===== src/rtl/rgb_mixer_pkg.sv =====
// rgb_mixer_pkg: shared mode encodings and sequencer state type
package rgb_mixer_pkg;
  localparam logic [1:0] MODE_OFF = 2'd0;
  localparam logic [1:0] MODE_FOLLOW = 2'd1;
  localparam logic [1:0] MODE_RAMP = 2'd2;
  localparam logic [1:0] MODE_BREATHE = 2'd3;
  typedef enum logic [1:0] {WAIT, UPD0, UPD1, UPD2} seq_state_t;
endpackage


===== src/rtl/step_prescaler.sv =====
// step_prescaler: free-running counter emitting a one-cycle step every STEP_DIV cycles
module step_prescaler #(
  parameter int STEP_DIV = 256
) (
  input  logic clk,
  input  logic reset,
  output logic step
);
  localparam int CW = $clog2(STEP_DIV);
  localparam logic [CW-1:0] LAST = CW'(STEP_DIV - 1);
  logic [CW-1:0] cnt;
  // count 0..STEP_DIV-1 and wrap
  always_ff @(posedge clk) cnt <= (reset || cnt == LAST) ? '0 : cnt + CW'(1);
  assign step = !reset && cnt == LAST;
endmodule


===== src/rtl/level_sequencer.sv =====
// level_sequencer: per-channel PWM level control (off/follow/ramp/breathe) over a shared round-robin datapath
module level_sequencer #(
  parameter int WIDTH = 8,
  parameter int STEP_DIV = 256
) (
  input  logic             clk,
  input  logic             reset,
  input  logic [WIDTH-1:0] target0,
  input  logic [WIDTH-1:0] target1,
  input  logic [WIDTH-1:0] target2,
  input  logic [1:0]       mode,
  output logic [WIDTH-1:0] level0,
  output logic [WIDTH-1:0] level1,
  output logic [WIDTH-1:0] level2,
  output logic             busy,
  output logic             step
);
  import rgb_mixer_pkg::*;
  localparam logic [WIDTH-1:0] ONE = WIDTH'(1);
  seq_state_t state, state_nx;
  logic [1:0] mode_q;
  logic [WIDTH-1:0] tg [3];
  logic [WIDTH-1:0] lv [3];
  logic [WIDTH-1:0] env, env_nx, cur_t, cur_l, upd_val;
  logic [2*WIDTH-1:0] prod;
  logic [2:0] hit;
  logic dir;
  assign tg[0] = target0;
  assign tg[1] = target1;
  assign tg[2] = target2;
  assign level0 = lv[0];
  assign level1 = lv[1];
  assign level2 = lv[2];
  step_prescaler #(.STEP_DIV(STEP_DIV)) u_prescaler (.clk(clk), .reset(reset), .step(step));
  // sequencer state register
  always_ff @(posedge clk) state <= reset ? WAIT : state_nx;
  // next state, busy flag and per-channel write strobes (only steps latched as RAMP/BREATHE write)
  always_comb begin
    state_nx = state == WAIT ? (step ? UPD0 : WAIT) : state == UPD0 ? UPD1 : state == UPD1 ? UPD2 : WAIT;
    busy = state != WAIT;
    hit = {state == UPD2, state == UPD1, state == UPD0} & {3{mode_q == MODE_RAMP || mode_q == MODE_BREATHE}};
  end
  // shared channel mux, +/-1 stepper and multiplier feeding the active channel
  always_comb begin
    cur_t = state == UPD0 ? tg[0] : state == UPD1 ? tg[1] : tg[2];
    cur_l = state == UPD0 ? lv[0] : state == UPD1 ? lv[1] : lv[2];
    prod = {{WIDTH{1'b0}}, cur_t} * {{WIDTH{1'b0}}, env};
    upd_val = mode_q == MODE_BREATHE ? prod[2*WIDTH-1:WIDTH] :
              cur_l < cur_t ? cur_l + ONE : cur_l > cur_t ? cur_l - ONE : cur_l;
    env_nx = dir ? env + ONE : env - ONE;
  end
  // mode is frozen for the whole step at its start
  always_ff @(posedge clk)
    if (reset) mode_q <= MODE_OFF;
    else if (state == WAIT && step) mode_q <= mode;
  // envelope moves once per breathing step, after all channels used the old value
  always_ff @(posedge clk)
    if (reset) begin
      env <= '0;
      dir <= 1'b1;
    end else if (state == UPD2 && mode_q == MODE_BREATHE) begin
      env <= env_nx;
      dir <= dir ? env_nx != '1 : env_nx == '0;
    end
  // live OFF/FOLLOW override every cycle; otherwise only the strobed channel changes
  always_ff @(posedge clk)
    for (int k = 0; k < 3; k++)
      lv[k] <= (reset || mode == MODE_OFF) ? '0 : mode == MODE_FOLLOW ? tg[k] : hit[k] ? upd_val : lv[k];
endmodule


===== config.mk =====
export PLATFORM = sky130hd
export DESIGN_NAME = level_sequencer
export DESIGN_NICKNAME = d
export VERILOG_FILES = /design/src/rtl/rgb_mixer_pkg.sv /design/src/rtl/step_prescaler.sv /design/src/rtl/level_sequencer.sv
export SDC_FILE = /design/constraint.sdc
export NUM_CORES = 1
export LEC_CHECK = 0
export CORE_MARGIN = 2
export CORE_UTILIZATION = 53
export CTS_BUF_LIST = sky130_fd_sc_hd__clkbuf_8
export DETAILED_ROUTE_END_ITERATION = 6
export PLACE_DENSITY = 0.77
export SYNTH_ARGS = -nofsm -noshare
export SYNTH_HDL_FRONTEND = slang
export SYNTH_SLANG_ARGS = --single-unit

===== constraint.sdc =====
create_clock -name clk -period 5.4 [get_ports clk]
set_input_delay 1.08 -clock clk [delete_from_list [all_inputs] [get_ports clk]]
set_output_delay 1.08 -clock clk [all_outputs]
set_load 0.02 [all_outputs]

==> results.toml, run 1 <==
[sta]
setup_viol = 13
fin_ws_ps = -102
skew_ps = 14.8
hold_ws_ps = 484
maxSlewViolCount = 0
min_period_over_period_pct = 102
hold_viol = 0
period_needed_ps = 5500
relSlewSlack_pct = 9.68
worst_pin_slew_ps = 1350
max_freq_mhz = 182
grt_setup_unrepaired = "yes"

[logic_synthesis]
async_flop_share_pct = 0
avgSynthCellArea_um2 = 8.27
synth.ff_latch_count = 45
synth.cell_area_um2 = 4970
synth_nets = 722
synthFlopType = "dfxtp_1"
ys_warn_count = 0
synthCells = 601
seq_area_frac_synth_pct = 18.1
synth.distinct_cells = 56
synth_edf_count = 0

[min_path]
worstHoldStart = "u_prescaler.cnt[0]$_SDFF_PP0_"
holdPathEnd = "u_prescaler.cnt[0]$_SDFF_PP0_"
hp-class = "register to register"
whs_path_depth = 1

[die]
die_h_um = 101
dieArea_um2 = 10200
num_rows = 35
start_util_pct = 54.3
core-area_um2 = 9150
ios = 54
die_width_um = 101

[worst_setup_path]
worstPathBufferInverterCount = 3
crit_top_cell = "fa_1"
r2r_cells = 23
r2r_start = "state[1]$_SDFF_PP0_"
end_kind = "register"
cpLargestDelayFamily = "adder cells"
crit_path_max_fanout = 3
arrival_ps = 5690
critPathKind = "primary input to register"
r2r-end = "lv[0][7]$_SDFFE_PP0P_"
worstPathRequired_ps = 5590
path_cells = "clkdlybuf4s50_1 > a21oi_2 > nor2b_2 > fa_1 > fa_1 > fa_1 > inv_2 > fa_1 > inv_2 > ha_4 > a21o_1 > a22o_4 > o31ai_4 > nor3b_2 > nor3_2 > a211oi_2 > a21oi_1"
max_stage_delay_ps = 520
cp_slowest_cell = "fa_1"
start_kind = "primary input"
rrSetupSlack_ps = -30

[drt]
wl_per_cell_um = 19.3
drtAntennaViolNets = 0
drc = 0
drt_iter0_markers = 373
wl_um = 16000
vias = 5040
first_pass_iters = 5
drt-vias-per-instance = 6.08

[grt]
antenna_found_initial = 0
grt_pass1_vias = 4870
grt_max_degree = 24
grt_pass1_wl_um = 23500
grt_overflow_total = 0
grtUsageTotal_pct = 29.4

[placement]
port-buffer-count = 53
preCtsSetupSlack_ps = -832
place.gp.congestion = 0.951
post-dp-hpwl_um = 11300
dpl-instance-area_um2 = 6010

[finish]
antenna-diode-count = 0
design_area_um2 = 6700
syn2layout_area_growth_pct = 34.7
layout_common_cells = "68 x buf_4, 50 x nor2_1, 50 x ha_1"
final_common_cell = "buf_4"
nNetsFinal = 838
drive_gt1_share_pct = 26.5
n_fill_cell = 651
postLayoutCoreUtil_pct = 73.2

[pwr]
swShare_pct = 30.2
leakagePower_nw = 3.06
peakVddDrop_mv = 0.120
p_comb_share_pct = 22.1
p_seq_share_pct = 43.6
p_int_w = 0.000564
switching_power_w = 0.000243
p_clk_share_pct = 34.3
p_per_area_nw_per_um2 = 121

[clocking]
clockBufferDepth = 2
cts_sinks = 45
cts_buffers = 5
clk_pin_slew_ps = 100
cts-root-buf = "clkbuf_8"
htreeDepth = 2
hold_buffers = 0
cts_tree = "yes"
clock_latency_ps = 320

[run_status]
violations = "negative setup slack"
status = "complete, but fails checks"

[job]
max-cap-violations = 0
==> cell families after synthesis <==
group           count (synthesis)  share of synthesized area (%)
simple gates                  207                           20.6
compound gates                137                           18.2
fa+ha+maj                      93                           28.8
buf+inv                        75                           5.91
flops                          45                           18.1
xor+xnor                       24                           4.23
mux                            20                           4.05
==> Yosys cell counts, drive strengths merged, types with 5 or more instances <==
library cell | count | area share, %
buf | 7 | 0.78
a22oi | 10 | 1.5
and2 | 14 | 1.8
mux2i | 19 | 3.8
nand2b | 10 | 1.3
a21o | 5 | 0.75
dfxtp | 45 | 18
xnor2 | 18 | 3.2
ha | 57 | 14
nor2 | 58 | 4.4
nor3 | 7 | 0.70
inv | 52 | 3.9
nand2 | 47 | 3.5
nor2b | 33 | 4.2
o221ai | 6 | 1.1
fa | 36 | 14
and3 | 5 | 0.63
xor2 | 6 | 1.1
o21ai | 17 | 2.2
a21oi | 53 | 5.3
o21a | 6 | 0.91
clkbuf | 16 | 1.2
nand3 | 15 | 1.5
o22ai | 9 | 1.1
==> how the worst max path moves through the flow <==
stage	startpoint	end	slack, ps	cells after the start
floorplan	target1[6]	lv[0][14]$_SDFFE_PP0P_	6	18
global placement	target1[4]	lv[0][0]$_SDFFE_PP0P_	-730	20
detailed placement	target2[4]	lv[0][0]$_SDFFE_PP0P_	-830	20
CTS	target2[6]	lv[0][11]$_SDFFE_PP0P_	4	20
global route	target1[7]	lv[0][4]$_SDFFE_PP0P_	-250	19
finish	target0[7]	lv[0][20]$_SDFFE_PP0P_	-100	17
==> flip-flops by register name, indices dropped and copies added (netlist names) <==
name and cells:
mode_q 2, env 8, dir 1, state 2
u_prescaler.cnt 8, lv 24
==> layer usage <==
metal / vias up / wire [µm] / GRT usage [%]
li1: 2303 / - / -
met1: 2434 / 6470 / 37.4
met2: 247 / 7720 / 49.7
met3: 56 / 1120 / 4.92
met4: 0 / 676 / 11.4
met5: - / 0 / 0
==> worst register-to-register path, cell delays in order, from the launching register on <==
cell and delay (ps):
dfxtp_2 400, inv_1 80, ha_1 210, buf_12 170, o21ai_2 330, buf_4 180
buf_4 100, nand2_1 60, fa_1 520, inv_1 50, fa_1 500, fa_1 560
ha_1 350, ha_1 330, a21o_1 200, a21oi_2 200, nor2_2 90, a21oi_2 170
buf_4 150, o311ai_4 100, mux2i_1 210, buf_4 160, nand3_1 90, a21oi_2 160
==> metrics by stage <==
step,std cells,total power (W),setup TNS [ps]
after floorplan,601,0.000440,0
after global placement,787,0.000514,-16070
after detailed placement,787,0.000518,-18120
after CTS,809,0.000791,0
after global routing,829,0.000832,-3070
final,829,0.000807,-832
==> area by class of cell <==
class / count / area [µm²] / share of cell area (%)
clock inverter: 3 / 43.8 / 0.654
clock buffer: 5 / 68.8 / 1.03
sequential: 45 / 903 / 13.5
multi-input combinational: 481 / 4210 / 62.9
tap: 111 / 139 / 2.07
timing repair buffer: 132 / 1140 / 17.0
inverter: 52 / 195 / 2.91
==> power by group through the flow <==
stage / clock network [W] / registers, W / logic (W)
2_1_floorplan: 0 / 0.000366 / 0.0000733
3_3_place_gp: 0 / 0.000359 / 0.000155
5_1_grt: 0.000289 / 0.000353 / 0.000190
6_report: 0.000277 / 0.000352 / 0.000179
3_5_place_dp: 0 / 0.000359 / 0.000158
4_1_cts: 0.000276 / 0.000351 / 0.000164
==> repair_timing <==
item                                   CTS  global route
resized for setup                       83            52
setup buffers                           15            20
endpoints found under the hold margin    0             0
setup endpoints to repair               24            24
pin swaps                               55            35
gates cloned                             0             1
Note: power is estimated with default switching activity, not from simulation.
==> run 2, diff against run 1 <==
Settings changed: CAP_MARGIN from default to 20.
==> run 2 against run 1 <==
Effect of this change:
- the flow still finishes with violations (negative setup slack)
- global-route usage unchanged
- maximum frequency hardly changed
- largest cell class unchanged
- worst setup slack gained 0.83 ps
- cell count is 0.12% higher
- sequential share of layout area hardly changed
- clock power is essentially flat
- utilization rose by 0.082 points
- clock-buffer cell count is the same
- non-clock buffer count up 1
==> results.toml, run 2 (same netlist as run 1, synthesis figures left out) <==
[worst_setup_path]
max_stage_delay_ps = 520
path_cells = "clkdlybuf4s50_1 > a21oi_2 > nor2b_2 > fa_1 > fa_1 > fa_1 > inv_2 > fa_1 > inv_2 > ha_4 > a21o_1 > a22o_4 > o31ai_4 > nor3b_2 > nor3_2 > a211oi_2 > a21oi_1"
rrSetupSlack_ps = -20
critPathKind = "primary input to register"
arrival_ps = 5680
r2r_cells = 20
r2r_start = "state[0]$_SDFF_PP0_"
crit_path_max_fanout = 3
worstPathBufferInverterCount = 3
r2r-end = "lv[0][12]$_SDFFE_PP0P_"
end_kind = "register"
cpLargestDelayFamily = "adder cells"
critPathCapture = "lv[0][12]$_SDFFE_PP0P_"
cp.depth = 17
crit_top_cell = "fa_1"
critPathLaunch = "target0[7]"
cp_slowest_cell = "fa_1"
start_kind = "primary input"
worstPathRequired_ps = 5580

[grt]
grt_overflow_total = 0
grt_max_degree = 24
antenna_found_initial = 0
grt_pass1_wl_um = 23500
grt_pass1_vias = 4870
grtUsageTotal_pct = 29.4

[run_status]
violations = "negative setup slack"
status = "complete, but fails checks"

[drt]
drc = 0
wl_per_cell_um = 19.1
drt-vias-per-instance = 6.09
vias = 5051
drtAntennaViolNets = 0
wl_um = 15900
drt_iter0_markers = 377
first_pass_iters = 6

[clocking]
clk_pin_slew_ps = 100
cts_sinks = 45
hold_buffers = 0
cts_tree = "yes"
clockBufferDepth = 2
cts-root-buf = "clkbuf_8"
clock_latency_ps = 320
htreeDepth = 2
cts_buffers = 5

[sta]
hold_viol = 0
skew_ps = 11.6
max_freq_mhz = 182
fin_ws_ps = -101
period_needed_ps = 5500
maxSlewViolCount = 0
relSlewSlack_pct = 31.3
min_period_over_period_pct = 102
grt_setup_unrepaired = "yes"
setup_viol = 9
worst_pin_slew_ps = 1030
setup-tns-final_ps = -520

[die]
ios = 54
die_width_um = 101
start_util_pct = 54.3
die_h_um = 101
num_rows = 35
dieArea_um2 = 10200
core-area_um2 = 9150

[pwr]
peakVddDrop_mv = 0.120
leakagePower_nw = 3.06
p_per_area_nw_per_um2 = 120

[finish]
largest_register_ffs = 24
largest-register = "lv"
reg_top3 = "lv x24, env x8, u_prescaler.cnt x8"
instances_no_fill = 830
final_common_cell = "buf_4"
syn2layout_area_growth_pct = 34.8
nNetsFinal = 839
layout_common_cells = "69 x buf_4, 50 x nor2_1, 50 x ha_1"
drive_gt1_share_pct = 26.6
antenna-diode-count = 0

[min_path]
hp-class = "register to register"

[placement]
post-dp-hpwl_um = 11300
place_inst = 787
place.gp.congestion = 0.951
port-buffer-count = 53
preCtsSetupSlack_ps = -832

[job]
max-cap-violations = 0
run 2: area by class of cell:
class / instances / area, µm²
timing repair buffer: 133 / 1140
sequential: 45 / 903
clock buffer: 5 / 68.8
inverter: 52 / 195
tap: 111 / 139
fill: 653 / 2450
clock inverter: 3 / 43.8
multi-input combinational: 481 / 4210
run 2: per-layer routing:
| metal | part of all wire (%) | global-route usage (%) | vias up |
|---|---|---|---|
| met5 | 0 | 0 | - |
| met4 | 4.2 | 11.4 | 0 |
| met3 | 7.4 | 4.92 | 61 |
| met2 | 48 | 49.7 | 252 |
| met1 | 40 | 37.4 | 2433 |
| li1 | - | - | 2305 |
run 2: stage by stage:
step | area (µm²) | hold WS (ps) | total power, W | util, %
3_3_place_gp | 6010 | 441 | 0.000514 | 65.6
5_1_grt | 6700 | 512 | 0.000832 | 73.2
3_5_place_dp | 6010 | 469 | 0.000518 | 65.6
2_1_floorplan | 5080 | 430 | 0.000440 | -
6_report | 6700 | 488 | 0.000806 | 73.2
4_1_cts | 6430 | 492 | 0.000791 | 70.3
run 2: timing repair:
item / CTS / global route
gates resized for setup: 83 / 52
gates cloned: 0 / 1
buffers inserted: 15 / 20
setup endpoints to repair: 24 / 24
pin swaps: 55 / 35
run 2: how the worst min path moves through the flow:
stage	start	to	slack (ps)	cells past startpoint
2_1_floorplan	u_prescaler.cnt[0]$_SDFF_PP0_	u_prescaler.cnt[0]$_SDFF_PP0_	430	1
3_3_place_gp	u_prescaler.cnt[0]$_SDFF_PP0_	u_prescaler.cnt[0]$_SDFF_PP0_	440	1
3_5_place_dp	u_prescaler.cnt[0]$_SDFF_PP0_	u_prescaler.cnt[0]$_SDFF_PP0_	470	1
4_1_cts	u_prescaler.cnt[0]$_SDFF_PP0_	u_prescaler.cnt[0]$_SDFF_PP0_	490	1
5_1_grt	u_prescaler.cnt[0]$_SDFF_PP0_	u_prescaler.cnt[0]$_SDFF_PP0_	510	1
6_report	u_prescaler.cnt[0]$_SDFF_PP0_	u_prescaler.cnt[0]$_SDFF_PP0_	490	1
run 2: report_power, final:
group	total [W]	internal [W]	switching [W]
clock network	0.000275	0.000139	0.000136
registers	0.000352	0.000342	0.0000102
logic	0.000179	0.0000836	0.0000954
total	0.000806	0.000565	0.000242
